<file path="src/rtl/mem_axi_pkg.sv">
// mem_axi_pkg: shared types and encodings for the AXI4 SRAM slave.
//   - burst type and response encodings
//   - mem_ax_t: address-channel fields latched on an AW/AR handshake
//   - rd_ent_t: one buffered read beat
//   - state_e: slave FSM state, also exported for debug
package mem_axi_pkg;

  localparam int MEM_ID_W = 6;

  localparam logic [1:0] BURST_FIXED = 2'b00;
  localparam logic [1:0] BURST_INCR  = 2'b01;
  localparam logic [1:0] BURST_WRAP  = 2'b10;

  localparam logic [1:0] RESP_OKAY   = 2'b00;
  localparam logic [1:0] RESP_SLVERR = 2'b10;

  // addr is advanced beat by beat, so it always holds the current beat address.
  typedef struct packed {
    logic [MEM_ID_W-1:0] id;
    logic [31:0]         addr;
    logic [7:0]          len;
    logic [2:0]          size;
    logic [1:0]          burst;
  } mem_ax_t;

  typedef struct packed {
    logic [31:0] data;
    logic [1:0]  resp;
    logic        last;
  } rd_ent_t;

  typedef enum logic [1:0] {
    IDLE    = 2'd0,
    WR_DATA = 2'd1,
    WR_RESP = 2'd2,
    RD      = 2'd3
  } state_e;

endpackage

</file>
<file path="src/rtl/mem_axi_sram_slave_if.sv">
// mem_axi_sram_slave_if: AXI4 memory-port bundle (AW, W, B, AR, R).
// Handshake rule for every channel: a beat transfers on a rising clock edge
// where valid and ready are both high; the sender holds its payload stable
// and keeps valid high until that edge, and valid never waits on ready.
//   master modport: drives aw*/w*/ar* payload+valid, bready, rready
//   slave modport : drives awready, wready, arready, b*, r*
interface mem_axi_sram_slave_if #(
  parameter int ID_WIDTH = 6
);
  logic [ID_WIDTH-1:0] awid;
  logic [31:0]         awaddr;
  logic [7:0]          awlen;
  logic [2:0]          awsize;
  logic [1:0]          awburst;
  logic                awvalid;
  logic                awready;

  logic [31:0]         wdata;
  logic [3:0]          wstrb;
  logic                wlast;
  logic                wvalid;
  logic                wready;

  logic [ID_WIDTH-1:0] bid;
  logic [1:0]          bresp;
  logic                bvalid;
  logic                bready;

  logic [ID_WIDTH-1:0] arid;
  logic [31:0]         araddr;
  logic [7:0]          arlen;
  logic [2:0]          arsize;
  logic [1:0]          arburst;
  logic                arvalid;
  logic                arready;

  logic [ID_WIDTH-1:0] rid;
  logic [31:0]         rdata;
  logic [1:0]          rresp;
  logic                rlast;
  logic                rvalid;
  logic                rready;

  modport master (
    output awid, awaddr, awlen, awsize, awburst, awvalid, input awready,
    output wdata, wstrb, wlast, wvalid, input wready,
    input  bid, bresp, bvalid, output bready,
    output arid, araddr, arlen, arsize, arburst, arvalid, input arready,
    input  rid, rdata, rresp, rlast, rvalid, output rready
  );

  modport slave (
    input  awid, awaddr, awlen, awsize, awburst, awvalid, output awready,
    input  wdata, wstrb, wlast, wvalid, output wready,
    output bid, bresp, bvalid, input bready,
    input  arid, araddr, arlen, arsize, arburst, arvalid, output arready,
    output rid, rdata, rresp, rlast, rvalid, input rready
  );
endinterface

</file>
<file path="src/rtl/mem_axi_burst_addr.sv">
// mem_axi_burst_addr: combinational AXI4 next-beat address.
//   addr, size, len, burst : current beat address and burst attributes
//   next_addr              : address of the following beat
//   burst_illegal          : reserved burst type, or WRAP with len not 1/3/7/15
module mem_axi_burst_addr
  import mem_axi_pkg::*;
(
  input  logic [31:0] addr,
  input  logic [2:0]  size,
  input  logic [7:0]  len,
  input  logic [1:0]  burst,
  output logic [31:0] next_addr,
  output logic        burst_illegal
);
  logic [31:0] step;
  logic [31:0] wrap_mask;

  always_comb begin
    step          = 32'd1 << size;
    // Wrap boundary is the total burst size in bytes.
    wrap_mask     = (({24'd0, len} + 32'd1) << size) - 32'd1;
    next_addr     = addr;
    burst_illegal = 1'b0;
    case (burst)
      BURST_FIXED: next_addr = addr;
      BURST_INCR:  next_addr = addr + step;
      BURST_WRAP: begin
        next_addr     = (addr & ~wrap_mask) | ((addr + step) & wrap_mask);
        burst_illegal = !((len == 8'd1) || (len == 8'd3) ||
                          (len == 8'd7) || (len == 8'd15));
      end
      default:     burst_illegal = 1'b1;
    endcase
  end
endmodule

</file>
<file path="src/rtl/mem_axi_sram_slave.sv">
// mem_axi_sram_slave: AXI4 slave terminating the memory port on a
// single-port synchronous SRAM (read data returns one cycle after the strobe).
//   aclk, areset : clock, synchronous active-high reset
//   s            : AXI4 slave bundle (AW/W/B/AR/R)
//   sram_*       : SRAM strobe, byte write enables, word address, data
//   dbg_state    : current FSM state
// Reads stream through a 2-entry FIFO; the beat returning from the SRAM is
// presented directly on R when the FIFO is empty, giving one beat per cycle.
module mem_axi_sram_slave
  import mem_axi_pkg::*;
#(
  parameter int  ID_WIDTH  = MEM_ID_W,
  parameter int  MEM_WORDS = 65536,
  localparam int AW        = $clog2(MEM_WORDS)
) (
  input  logic                  aclk,
  input  logic                  areset,
  mem_axi_sram_slave_if.slave   s,
  output logic                  sram_en,
  output logic [3:0]            sram_we,
  output logic [AW-1:0]         sram_addr,
  output logic [31:0]           sram_wdata,
  input  logic [31:0]           sram_rdata,
  output state_e                dbg_state
);
  state_e             state_q, state_d;
  mem_ax_t            ax_q, ax_d;
  logic [8:0]         cnt_q, cnt_d;         // write beats done / read beats issued
  logic               err_q, err_d;         // sticky write error
  logic               rd_pref_q, rd_pref_d; // arbitration favours read when set
  logic               pend_q, pend_d;       // SRAM read returns this cycle
  logic               pend_err_q, pend_err_d;
  logic               pend_last_q, pend_last_d;
  rd_ent_t [1:0]      fifo_q, fifo_d;
  logic               wr_ptr_q, wr_ptr_d, rd_ptr_q, rd_ptr_d;
  logic [1:0]         fcnt_q, fcnt_d;

  logic [31:0]        next_addr;
  logic               burst_illegal, beat_err, is_last;
  logic               grant_w, grant_r, issue, push, pop, rvalid_c;
  logic               sram_en_c;
  logic [3:0]         sram_we_c;
  rd_ent_t            byp, r_ent;

  mem_axi_burst_addr u_addr (
    .addr          (ax_q.addr),
    .size          (ax_q.size),
    .len           (ax_q.len),
    .burst         (ax_q.burst),
    .next_addr     (next_addr),
    .burst_illegal (burst_illegal)
  );

  assign beat_err = burst_illegal || ({2'b00, ax_q.addr[31:2]} >= 32'(MEM_WORDS));
  assign is_last  = (cnt_q == {1'b0, ax_q.len});

  // R channel source: FIFO head, else the beat arriving from the SRAM.
  assign byp.data = pend_err_q ? 32'd0 : sram_rdata;
  assign byp.resp = pend_err_q ? RESP_SLVERR : RESP_OKAY;
  assign byp.last = pend_last_q;
  assign r_ent    = (fcnt_q != 2'd0) ? fifo_q[rd_ptr_q] : byp;
  assign rvalid_c = (fcnt_q != 2'd0) || pend_q;

  assign s.rvalid  = rvalid_c;
  assign s.rdata   = rvalid_c ? r_ent.data : 32'd0;
  assign s.rresp   = rvalid_c ? r_ent.resp : RESP_OKAY;
  assign s.rlast   = rvalid_c && r_ent.last;
  assign s.rid     = ID_WIDTH'(ax_q.id);
  assign s.bid     = ID_WIDTH'(ax_q.id);
  assign s.bresp   = err_q ? RESP_SLVERR : RESP_OKAY;
  assign sram_addr = ax_q.addr[AW+1:2];
  assign sram_en   = sram_en_c && !areset;
  assign sram_we   = areset ? 4'h0 : sram_we_c;
  assign dbg_state = state_q;

  always_comb begin
    state_d     = state_q;
    ax_d        = ax_q;
    cnt_d       = cnt_q;
    err_d       = err_q;
    rd_pref_d   = rd_pref_q;
    pend_d      = 1'b0;
    pend_err_d  = pend_err_q;
    pend_last_d = pend_last_q;
    fifo_d      = fifo_q;
    wr_ptr_d    = wr_ptr_q;
    rd_ptr_d    = rd_ptr_q;
    fcnt_d      = fcnt_q;
    grant_w     = 1'b0;
    grant_r     = 1'b0;
    issue       = 1'b0;
    push        = 1'b0;
    pop         = 1'b0;
    s.awready   = 1'b0;
    s.arready   = 1'b0;
    s.wready    = 1'b0;
    s.bvalid    = 1'b0;
    sram_en_c   = 1'b0;
    sram_we_c   = 4'h0;
    sram_wdata  = 32'd0;

    case (state_q)
      IDLE: begin
        grant_w   = s.awvalid && (!s.arvalid || !rd_pref_q);
        grant_r   = s.arvalid && !grant_w;
        s.awready = grant_w;
        s.arready = grant_r;
        cnt_d     = 9'd0;
        err_d     = 1'b0;
        if (grant_w) begin
          ax_d      = '{id: MEM_ID_W'(s.awid), addr: s.awaddr, len: s.awlen,
                        size: s.awsize, burst: s.awburst};
          rd_pref_d = !rd_pref_q;
          state_d   = WR_DATA;
        end else if (grant_r) begin
          ax_d      = '{id: MEM_ID_W'(s.arid), addr: s.araddr, len: s.arlen,
                        size: s.arsize, burst: s.arburst};
          rd_pref_d = !rd_pref_q;
          state_d   = RD;
        end
      end
      WR_DATA: begin
        s.wready = 1'b1;
        if (s.wvalid) begin
          sram_en_c  = !beat_err;
          sram_we_c  = beat_err ? 4'h0 : s.wstrb;
          sram_wdata = s.wdata;
          // The counter ends the burst; a misplaced wlast only marks the error.
          if (beat_err || (s.wlast != is_last)) err_d = 1'b1;
          ax_d.addr = next_addr;
          cnt_d     = cnt_q + 9'd1;
          if (is_last) state_d = WR_RESP;
        end
      end
      WR_RESP: begin
        s.bvalid = 1'b1;
        if (s.bready) state_d = IDLE;
      end
      RD: begin
        // Outstanding beats (buffered + in flight) never exceed FIFO depth.
        issue = (cnt_q <= {1'b0, ax_q.len}) && ((fcnt_q + {1'b0, pend_q}) < 2'd2);
        if (issue) begin
          sram_en_c   = !beat_err;
          pend_d      = 1'b1;
          pend_err_d  = beat_err;
          pend_last_d = is_last;
          ax_d.addr   = next_addr;
          cnt_d       = cnt_q + 9'd1;
        end
        pop  = rvalid_c && s.rready && (fcnt_q != 2'd0);
        push = pend_q && !((fcnt_q == 2'd0) && s.rready);
        if (push) begin
          fifo_d[wr_ptr_q] = byp;
          wr_ptr_d         = !wr_ptr_q;
        end
        if (pop) rd_ptr_d = !rd_ptr_q;
        fcnt_d = fcnt_q + 2'(push) - 2'(pop);
        if (rvalid_c && s.rready && r_ent.last) state_d = IDLE;
      end
      default: state_d = IDLE;
    endcase
  end

  always_ff @(posedge aclk) begin
    if (areset) begin
      state_q     <= IDLE;
      ax_q        <= '0;
      cnt_q       <= 9'd0;
      err_q       <= 1'b0;
      rd_pref_q   <= 1'b0;
      pend_q      <= 1'b0;
      pend_err_q  <= 1'b0;
      pend_last_q <= 1'b0;
      fifo_q      <= '0;
      wr_ptr_q    <= 1'b0;
      rd_ptr_q    <= 1'b0;
      fcnt_q      <= 2'd0;
    end else begin
      state_q     <= state_d;
      ax_q        <= ax_d;
      cnt_q       <= cnt_d;
      err_q       <= err_d;
      rd_pref_q   <= rd_pref_d;
      pend_q      <= pend_d;
      pend_err_q  <= pend_err_d;
      pend_last_q <= pend_last_d;
      fifo_q      <= fifo_d;
      wr_ptr_q    <= wr_ptr_d;
      rd_ptr_q    <= rd_ptr_d;
      fcnt_q      <= fcnt_d;
    end
  end
endmodule

</file>
<file path="src/flat_wrapper.sv">
// flat-port wrapper written by rule: the top's interface ports become plain ports
module mem_axi_sram_slave_flat import mem_axi_pkg::*;
#(
  parameter int  ID_WIDTH  = MEM_ID_W,
  parameter int  MEM_WORDS = 65536,
  localparam int AW        = $clog2(MEM_WORDS)
)
  (aclk, areset, sram_en, sram_we, sram_addr, sram_wdata, sram_rdata, dbg_state, s_awid, s_awaddr, s_awlen, s_awsize, s_awburst, s_awvalid, s_awready, s_wdata, s_wstrb, s_wlast, s_wvalid, s_wready, s_bid, s_bresp, s_bvalid, s_bready, s_arid, s_araddr, s_arlen, s_arsize, s_arburst, s_arvalid, s_arready, s_rid, s_rdata, s_rresp, s_rlast, s_rvalid, s_rready);
  mem_axi_sram_slave_if #(.ID_WIDTH(ID_WIDTH)) s_i ();
  input  logic aclk;
  input  logic areset;
  output logic sram_en;
  output logic [3:0] sram_we;
  output logic [AW-1:0] sram_addr;
  output logic [31:0] sram_wdata;
  input  logic [31:0] sram_rdata;
  output state_e dbg_state;
  input wire logic [$bits(s_i.awid)-1:0] s_awid;
  input wire logic [$bits(s_i.awaddr)-1:0] s_awaddr;
  input wire logic [$bits(s_i.awlen)-1:0] s_awlen;
  input wire logic [$bits(s_i.awsize)-1:0] s_awsize;
  input wire logic [$bits(s_i.awburst)-1:0] s_awburst;
  input wire logic [$bits(s_i.awvalid)-1:0] s_awvalid;
  output wire logic [$bits(s_i.awready)-1:0] s_awready;
  input wire logic [$bits(s_i.wdata)-1:0] s_wdata;
  input wire logic [$bits(s_i.wstrb)-1:0] s_wstrb;
  input wire logic [$bits(s_i.wlast)-1:0] s_wlast;
  input wire logic [$bits(s_i.wvalid)-1:0] s_wvalid;
  output wire logic [$bits(s_i.wready)-1:0] s_wready;
  output wire logic [$bits(s_i.bid)-1:0] s_bid;
  output wire logic [$bits(s_i.bresp)-1:0] s_bresp;
  output wire logic [$bits(s_i.bvalid)-1:0] s_bvalid;
  input wire logic [$bits(s_i.bready)-1:0] s_bready;
  input wire logic [$bits(s_i.arid)-1:0] s_arid;
  input wire logic [$bits(s_i.araddr)-1:0] s_araddr;
  input wire logic [$bits(s_i.arlen)-1:0] s_arlen;
  input wire logic [$bits(s_i.arsize)-1:0] s_arsize;
  input wire logic [$bits(s_i.arburst)-1:0] s_arburst;
  input wire logic [$bits(s_i.arvalid)-1:0] s_arvalid;
  output wire logic [$bits(s_i.arready)-1:0] s_arready;
  output wire logic [$bits(s_i.rid)-1:0] s_rid;
  output wire logic [$bits(s_i.rdata)-1:0] s_rdata;
  output wire logic [$bits(s_i.rresp)-1:0] s_rresp;
  output wire logic [$bits(s_i.rlast)-1:0] s_rlast;
  output wire logic [$bits(s_i.rvalid)-1:0] s_rvalid;
  input wire logic [$bits(s_i.rready)-1:0] s_rready;
  assign s_i.awid = s_awid;
  assign s_i.awaddr = s_awaddr;
  assign s_i.awlen = s_awlen;
  assign s_i.awsize = s_awsize;
  assign s_i.awburst = s_awburst;
  assign s_i.awvalid = s_awvalid;
  assign s_awready = s_i.awready;
  assign s_i.wdata = s_wdata;
  assign s_i.wstrb = s_wstrb;
  assign s_i.wlast = s_wlast;
  assign s_i.wvalid = s_wvalid;
  assign s_wready = s_i.wready;
  assign s_bid = s_i.bid;
  assign s_bresp = s_i.bresp;
  assign s_bvalid = s_i.bvalid;
  assign s_i.bready = s_bready;
  assign s_i.arid = s_arid;
  assign s_i.araddr = s_araddr;
  assign s_i.arlen = s_arlen;
  assign s_i.arsize = s_arsize;
  assign s_i.arburst = s_arburst;
  assign s_i.arvalid = s_arvalid;
  assign s_arready = s_i.arready;
  assign s_rid = s_i.rid;
  assign s_rdata = s_i.rdata;
  assign s_rresp = s_i.rresp;
  assign s_rlast = s_i.rlast;
  assign s_rvalid = s_i.rvalid;
  assign s_i.rready = s_rready;
  mem_axi_sram_slave #(.ID_WIDTH(ID_WIDTH), .MEM_WORDS(MEM_WORDS)) u_core (.aclk(aclk), .areset(areset), .s(s_i), .sram_en(sram_en), .sram_we(sram_we), .sram_addr(sram_addr), .sram_wdata(sram_wdata), .sram_rdata(sram_rdata), .dbg_state(dbg_state));
endmodule
</file>
<file path="config.mk">
export PLATFORM = sky130hd
export DESIGN_NAME = mem_axi_sram_slave_flat
export DESIGN_NICKNAME = d
export VERILOG_FILES = /design/src/rtl/mem_axi_pkg.sv /design/src/rtl/mem_axi_sram_slave_if.sv /design/src/rtl/mem_axi_burst_addr.sv /design/src/rtl/mem_axi_sram_slave.sv /design/src/flat_wrapper.sv
export SDC_FILE = /design/constraint.sdc
export NUM_CORES = 1
export LEC_CHECK = 0
export BUFFER_PORTS_ARGS = -buffer_cell sky130_fd_sc_hd__clkbuf_2
export CAP_MARGIN = 20
export CORE_UTILIZATION = 53
export CTS_CLUSTER_DIAMETER = 150
export DETAILED_ROUTE_END_ITERATION = 10
export PLACE_DENSITY = 0.79
export RECOVER_POWER = 25
export SLEW_MARGIN = 20
export SYNTH_ARGS = -nofsm -noshare
export SYNTH_HDL_FRONTEND = slang
export SYNTH_SLANG_ARGS = --single-unit
export TNS_END_PERCENT = 30
</file>
<file path="constraint.sdc">
create_clock -name aclk -period 4.05 [get_ports aclk]
set_clock_uncertainty 0.15 [all_clocks]
set_input_delay 0.81 -clock aclk [delete_from_list [all_inputs] [get_ports aclk]]
set_output_delay 0.81 -clock aclk [all_outputs]
set_load 0.01 [all_outputs]
</file>
==> impl_results.md, run 1 <==
- Final Max Slew Viols: 93
- Share of layout cells above drive strength 1: 0.230
- Row count: 49
- Crit path cell chain: inv_1, ha_1, a21oi_1, o21bai_1, a211oi_1, nor2b_1, o21ai_1, a21oi_1, clkbuf_2
- H-tree levels: 4
- Async SR Flop Fraction: 0
- Filler instances: 1,626
- Min cycle time layout: 3.88 ns
- Vias per std cell: 5.93
- Pwr Density: 493 nW/um^2
- Gpl congestion: 0.944
- CTS clk-pin slew, worst paths: 0.07 ns
- Setup-failing EPs final: 0
- Critical Path Max Stage Delay: 0.47 ns
- Top post-synthesis cells by area: dfxtp_1, nor2_1, nand2_1
- Largest net degree at the start of global routing: 93
- Dpl hpwl: 22,900 um
- Sinks on Clock Net: 139
- Final critical-path share of the clock period: 0.958
- Drt wl/cell: 17.2 um
- Max Clock Freq: 258 MHz
- Crit path max fanout: 8
- Peak supply drop: 0.353 mV
- Crit path top cell by count: a21oi_1
- Cells after Synth: 1,377
- Power Total: 5.84 mW
- Crit. End Element: primary output
- Register area: 2790 um^2
- # port buffers: 284
- Status: complete, but fails checks
- Clk_lat worst skew: 0.43 ns
- Critical path depth in cells: 9
- Commonest cells post-synth: nor2_1, nand2_1, dfxtp_1
- WP data arrival: 2.92 ns
- # hold bufs at CTS: 0
- Iteration-0 DRC Markers: 1,070
- Core area: 18,100 um^2
- Slew HR: -0.279
- Fin. Hold Viols: 0
- CP Class: reg2out
- P&R area growth vs syn: 19.2%
- CTS tree: built
- CTS root buf: clkbuf_16
- Leakage power: 5.07 nW
- Failing checks: design-rule violations, max-capacitance violations, max-slew violations
- DIE AREA: 19,300 um^2
- Yosys warnings: 0
- Synthesized area: 9940 um^2
- Mean Syn Cell Area: 7.22 um^2
- Post-route DRC: 4
- Final #Nets: 1,793
- Crit path max-delay cell type: dfxtp_1
- Starting Density: 0.548
- First-pass GRT wire length: 51,000 um
- Bufs and invs on worst path: 2
- Post-synth top flop: dfxtp_1
- Reg2reg path depth: 10
- Pre-antenna DRT Iters: 10
- Post-synth top area share: 0.280
- Crit path max-delay family: compound AO/OA/AOI/OAI gates
- Flops & latches, synth: 139
- Yosys cell types: 84
- Initial antenna violation count: 0
- Diode count: 0
- All-Layer GR Usage: 0.328
- Count leader, synth: nor2_1
- Num CTS Buffers: 17
- Slew @ Worst Pin: 1.92 ns
- Max Cap Viol: 1
- Max Buffers Root-to-Sink: 2
- Die H: 139 um
- Multi-input combinational cell area: 6400 um^2
- Setup tns final: 0 ns
- Critical path launch point type: flip-flop
- Total Wirelength: 31,500 um
- Antenna-violating nets left: 0
- Vias in the first global route: 10,100
- Vias: 10,900
- Grt ovf: 0
- Sequential-to-total area share from yosys stat: 0.280
- Die span in x: 139 um
- Hold Crit Depth: 2
- Post-synth EDFFs: 0
- Unrepaired setup endpoints after global routing: no
- Hold WC Path Type: reg2reg
- Largest area contributor in the netlist: dfxtp_1
- Data required time of the worst path: 3.09 ns
- Num ports: 287
per-layer routing:
| layer | GRT usage | share of wire | vias to the layer above |
|---|---|---|---|
| met2 | 0.545 | 0.47 | 476 |
| met5 | 0 | 0 | - |
| li1 | - | - | 5267 |
| met4 | 0.137 | 0.032 | 0 |
| met3 | 0.0584 | 0.069 | 71 |
| met1 | 0.417 | 0.43 | 5047 |
cell type report:
type                       instances  share of cell area
clock buffer                      21              0.0397
tap                              229              0.0242
inverter                          34              0.0108
clock inverter                    11             0.00718
timing repair buffer             325               0.143
multi-input combinational       1074               0.540
sequential                       139               0.235
cells by family (layout without fill, tap and decap cells):
| logic type | Yosys count | after routing | share of synthesized area |
|---|---|---|---|
| adders and majority gates | 24 | 24 | 0.0310 |
| DFF | 139 | 139 | 0.280 |
| and+or+nand+nor | 605 | 605 | 0.284 |
| other | 1 | 2 | 0.000377 |
| muxes | 63 | 63 | 0.0662 |
| xor gates and xnor gates | 33 | 33 | 0.0298 |
| AOI/OAI and AO/OA | 347 | 347 | 0.229 |
| buffers and inverters | 165 | 391 | 0.0796 |
worst register-to-register path: stages, from the launching register on:
cell	delay, ns
dfxtp_1	0.36
ha_1	0.33
nand3_2	0.16
xnor2_2	0.24
mux4_2	0.41
o2111ai_4	0.20
or4b_1	0.61
a21o_1	0.26
o31a_1	0.46
o32ai_1	0.34
a32o_1	0.16
where the power goes:
| group | total, mW | internal [mW] | switching [mW] |
|---|---|---|---|
| registers | 1.81 | 1.53 | 0.273 |
| logic | 2.55 | 0.973 | 1.58 |
| clock network | 1.49 | 0.839 | 0.647 |
| total | 5.84 | 3.34 | 2.50 |
per-stage QoR:
stage                     cells  worst slack [ns]  instance area [um^2]  utilization  hold slack (ns)
after floorplan            1378             0.331                  9940            -            0.288
after global placement     1801             0.402                 11300        0.624            0.302
after detailed placement   1801             0.257                 11300        0.624            0.315
after CTS                  1833            0.0673                 11900        0.654            0.323
after global routing       1833            0.0209                 11800        0.653            0.348
final                      1833             0.169                 11800        0.653            0.327
cell usage in the layout (no fill, tap or decap), types with 5 or more instances in the layout:
cell type  count
or3_1          9
nor2_1       214
clkbuf_2     255
a211oi_1       9
nand4_1       15
buf_4         40
xnor2_1       17
nand2_1      168
nor3_1        18
a21oi_1      118
dfxtp_1      135
o211ai_1      14
a311oi_1      22
nand3_1       30
and3_1        44
or2_2          7
o21a_1         6
nand2b_1      42
ha_1          23
a31oi_1       13
o21ai_1        7
o21ai_0       72
nor2b_1       12
and2_1        10
inv_1         34
o2111ai_1      5
clkbuf_16     17
nor3b_1        7
o31ai_1        9
mux2i_1       59
o22ai_1        7
clkbuf_1      31
a32o_1         5
xor2_1        15
nor4_1         7
final timing paths:
kind / from / endpoint / slack [ns]
setup reg to reg: u_core.ax_q[6]$_SDFFE_PP0P_ / flip-flop / 0.31
hold reg to reg: u_core.wr_ptr_q$_SDFFE_PP0P_ / u_core.wr_ptr_q$_SDFFE_PP0P_ / 0.33
hold / removal: u_core.wr_ptr_q$_SDFFE_PP0P_ / u_core.wr_ptr_q$_SDFFE_PP0P_ / 0.33
setup / recovery: u_core.ax_q[10]$_SDFFE_PP0P_ / sram_en / 0.17
repair_timing:
item / 4_1_cts / 5_1_grt
buffers inserted: 0 / 0
endpoints found under the setup margin: 0 / 12
resized for setup: 0 / 6
(Power assumes the default switching activity.)
==> run 2, diff against run 1 <==
CORE_UTILIZATION = 55   (was 53)
PLACE_DENSITY = 0.81   (was 0.79)
SYNTH_HIERARCHICAL = 1   (was not set)
==> impl_results.md, run 2 <==
- Status: complete, but fails checks
- Failing checks: max-capacitance violations, max-slew violations
- # Post-CTS Setup Buffers: 0
- Yosys warnings: 6
- Filler instances: 1,715
- Gpl congestion: 0.951
- Power Total: 4.98 mW
- Most frequent cells in the layout: clkbuf_2, nor2_1, dfxtp_1
- Final critical-path share of the clock period: 0.946
- FF-to-FF End: u_core/ax_q[35]$_SDFFE_PP0P_
- Data required time of the worst path: 3.09 ns
- Slew HR: -0.272
- Pre-antenna DRT Iters: 5
- Peak supply drop: 0.397 mV
- Leakage power: 5.52 nW
- Largest area contributor in the netlist: dfxtp_1
- Cells after Synth: 1,494
- Sinks on Clock Net: 139
- Dpl hpwl: 23,500 um
- # port buffers: 284
- Flip-flop count of the largest register after layout: 68
- Biggest register: u_core/fifo_q
- Final Max Slew Viols: 99
- Max Buffers Root-to-Sink: 2
- Hold EP: u_core/fifo_q[10]$_SDFFE_PP0P_
- Flop2flop setup slack: 0.28 ns
- Antenna-violating nets left: 0
- Top post-synthesis cells by area: dfxtp_1, mux2i_1, nor2_1
- All-Layer GR Usage: 0.311
- Placed cell count: 1,930
- Flops & latches, synth: 139
- Final Non-Filler Cells: 1,963
- Vias per std cell: 5.82
- Hold_sp: u_core/fifo_q[10]$_SDFFE_PP0P_
- Final core utilization: 0.661
- Starting Density: 0.563
- Die span in x: 143 um
- Sequential-to-total area share from yosys stat: 0.253
- Critical path launch point type: flip-flop
- Smallest hold slack: 0.339 ns
- Share of layout cells above drive strength 1: 0.219
- Clk_lat worst skew: 0.43 ns
- Yosys cell types: 91
- Slew @ Worst Pin: 1.91 ns
- Reg2reg path depth: 18
- Hold WC Path Type: reg2reg
- Largest net degree at the start of global routing: 116
- Max Cap Viol: 2
- Pwr Density: 386 nW/um^2
- Post-synth EDFFs: 0
- Core area: 19,500 um^2
- Total Wirelength: 32,500 um
- CP Class: reg2out
- H-tree levels: 4
- CTS root buf: clkbuf_16
- Setup-failing EPs final: 0
- Fin. Hold Viols: 0
- Hold Crit Depth: 2
- Post-synth top flop: dfxtp_1
- Final #Nets: 1,890
- Iteration-0 DRC Markers: 960
- Crit path max fanout: 54
- Grt ovf: 0
- Post-synth top area share: 0.253
- Most common cell after layout, fill and taps aside: clkbuf_2
- RR Startpoint: u_core/ax_q[5]$_SDFFE_PP0P_
- Setup tns final: 0 ns
- Drt wl/cell: 16.6 um
- Post-route DRC: 0
- Vias: 11,400
- DIE AREA: 20,600 um^2
- Synthesized area: 11,000 um^2
- Row count: 51
- Vias in the first global route: 10,200
- Die H: 143 um
- Num CTS Buffers: 17
- Num ports: 287
- First-pass GRT wire length: 50,800 um
- Crit. End Element: primary output
- Commonest cells post-synth: nor2_1, dfxtp_1, nand2_1
- CTS tree: built
- CTS clk-pin slew, worst paths: 0.07 ns
- Initial antenna violation count: 1
- Async SR Flop Fraction: 0
- P&R area growth vs syn: 17.4%
- WP data arrival: 2.87 ns
- Max Clock Freq: 261 MHz
- Min cycle time layout: 3.83 ns
- Mean Syn Cell Area: 7.36 um^2
- Count leader, synth: nor2_1
==> run 2: cell count changes in the layout (fill, tap and decap cells not counted), sizes merged, moves of 11 or more <==
cell / delta
o21ai: +30
o211ai: -12
nand2: -40
a211oi: +23
a311oi: -20
nor3: +11
nor2: -13
mux2i: +68
nand2b: +70
==> run 2: how the worst max path moves through the flow <==
stage                                startpoint                                 to  depth (start not counted)
2_1_floorplan       u_core/ax_q[3]$_SDFFE_PP0P_       u_core/ax_q[33]$_SDFFE_PP0P_                         18
3_3_place_gp        u_core/ax_q[6]$_SDFFE_PP0P_  u_core/sram_addr[13]$_SDFFE_PP0P_                         15
3_5_place_dp        u_core/ax_q[6]$_SDFFE_PP0P_  u_core/sram_addr[13]$_SDFFE_PP0P_                         15
4_1_cts             u_core/ax_q[6]$_SDFFE_PP0P_                         sram_we[3]                          9
5_1_grt             u_core/ax_q[2]$_SDFFE_PP0P_       u_core/ax_q[38]$_SDFFE_PP0P_                         17
6_report       u_core/dbg_state[0]$_SDFFE_PP0P_                         sram_we[3]                          4
==> run 2: where the power goes <==
part | switching [mW] | internal, mW | total, mW
clock | 0.759 | 0.842 | 1.60
sequential | 0.173 | 1.46 | 1.64
combinational | 1.03 | 0.714 | 1.75
total | 1.96 | 3.02 | 4.98
==> run 2: kinds of logic (layout without fill, tap and decap cells) <==
family / count (synthesis) / in the layout / synth area share
simple gates: 605 / 605 / 0.271
compound gates: 383 / 383 / 0.218
buf+inv: 181 / 383 / 0.0850
flops: 139 / 139 / 0.253
mux: 130 / 130 / 0.119
fa+ha+maj: 28 / 28 / 0.0325
xor+xnor: 27 / 27 / 0.0215
other cells: 1 / 3 / 0.000341
==> run 2: cell type report <==
type                       count  area, um^2  area share
timing repair buffer         317        1660       0.129
inverter                      34         128     0.00989
tap                          265         332      0.0257
clock inverter                15         194      0.0150
multi-input combinational   1175        7380       0.571
antenna                        1        2.50    0.000194
sequential                   139        2790       0.216
clock buffer                  17         425      0.0330
==> run 2: worst max-delay path: stages (launching register included) <==
cell	delay (ns)
dfxtp_1	1.36
and3_1	0.43
nor3b_2	0.31
and2_1	0.18
clkbuf_2	0.15
==> run 2: per-layer routing <==
layer,share of wire,track usage
met5,0,0
met4,0.034,0.140
met3,0.064,0.0470
met2,0.48,0.538
met1,0.42,0.380
==> run 2: per-stage QoR <==
stage	worst slack [ns]	instance area [um^2]
finish	0.218	12900
global route	-0.0261	12900
CTS	0.0606	12900
detailed placement	0.168	12300
global placement	0.268	12300
floorplan	0.249	11000
==> run 2: repair_timing <==
item,CTS,global route
hold buffers,0,0
gates resized for setup,1,18
endpoints found under the setup margin,4,25
pin swaps,0,0
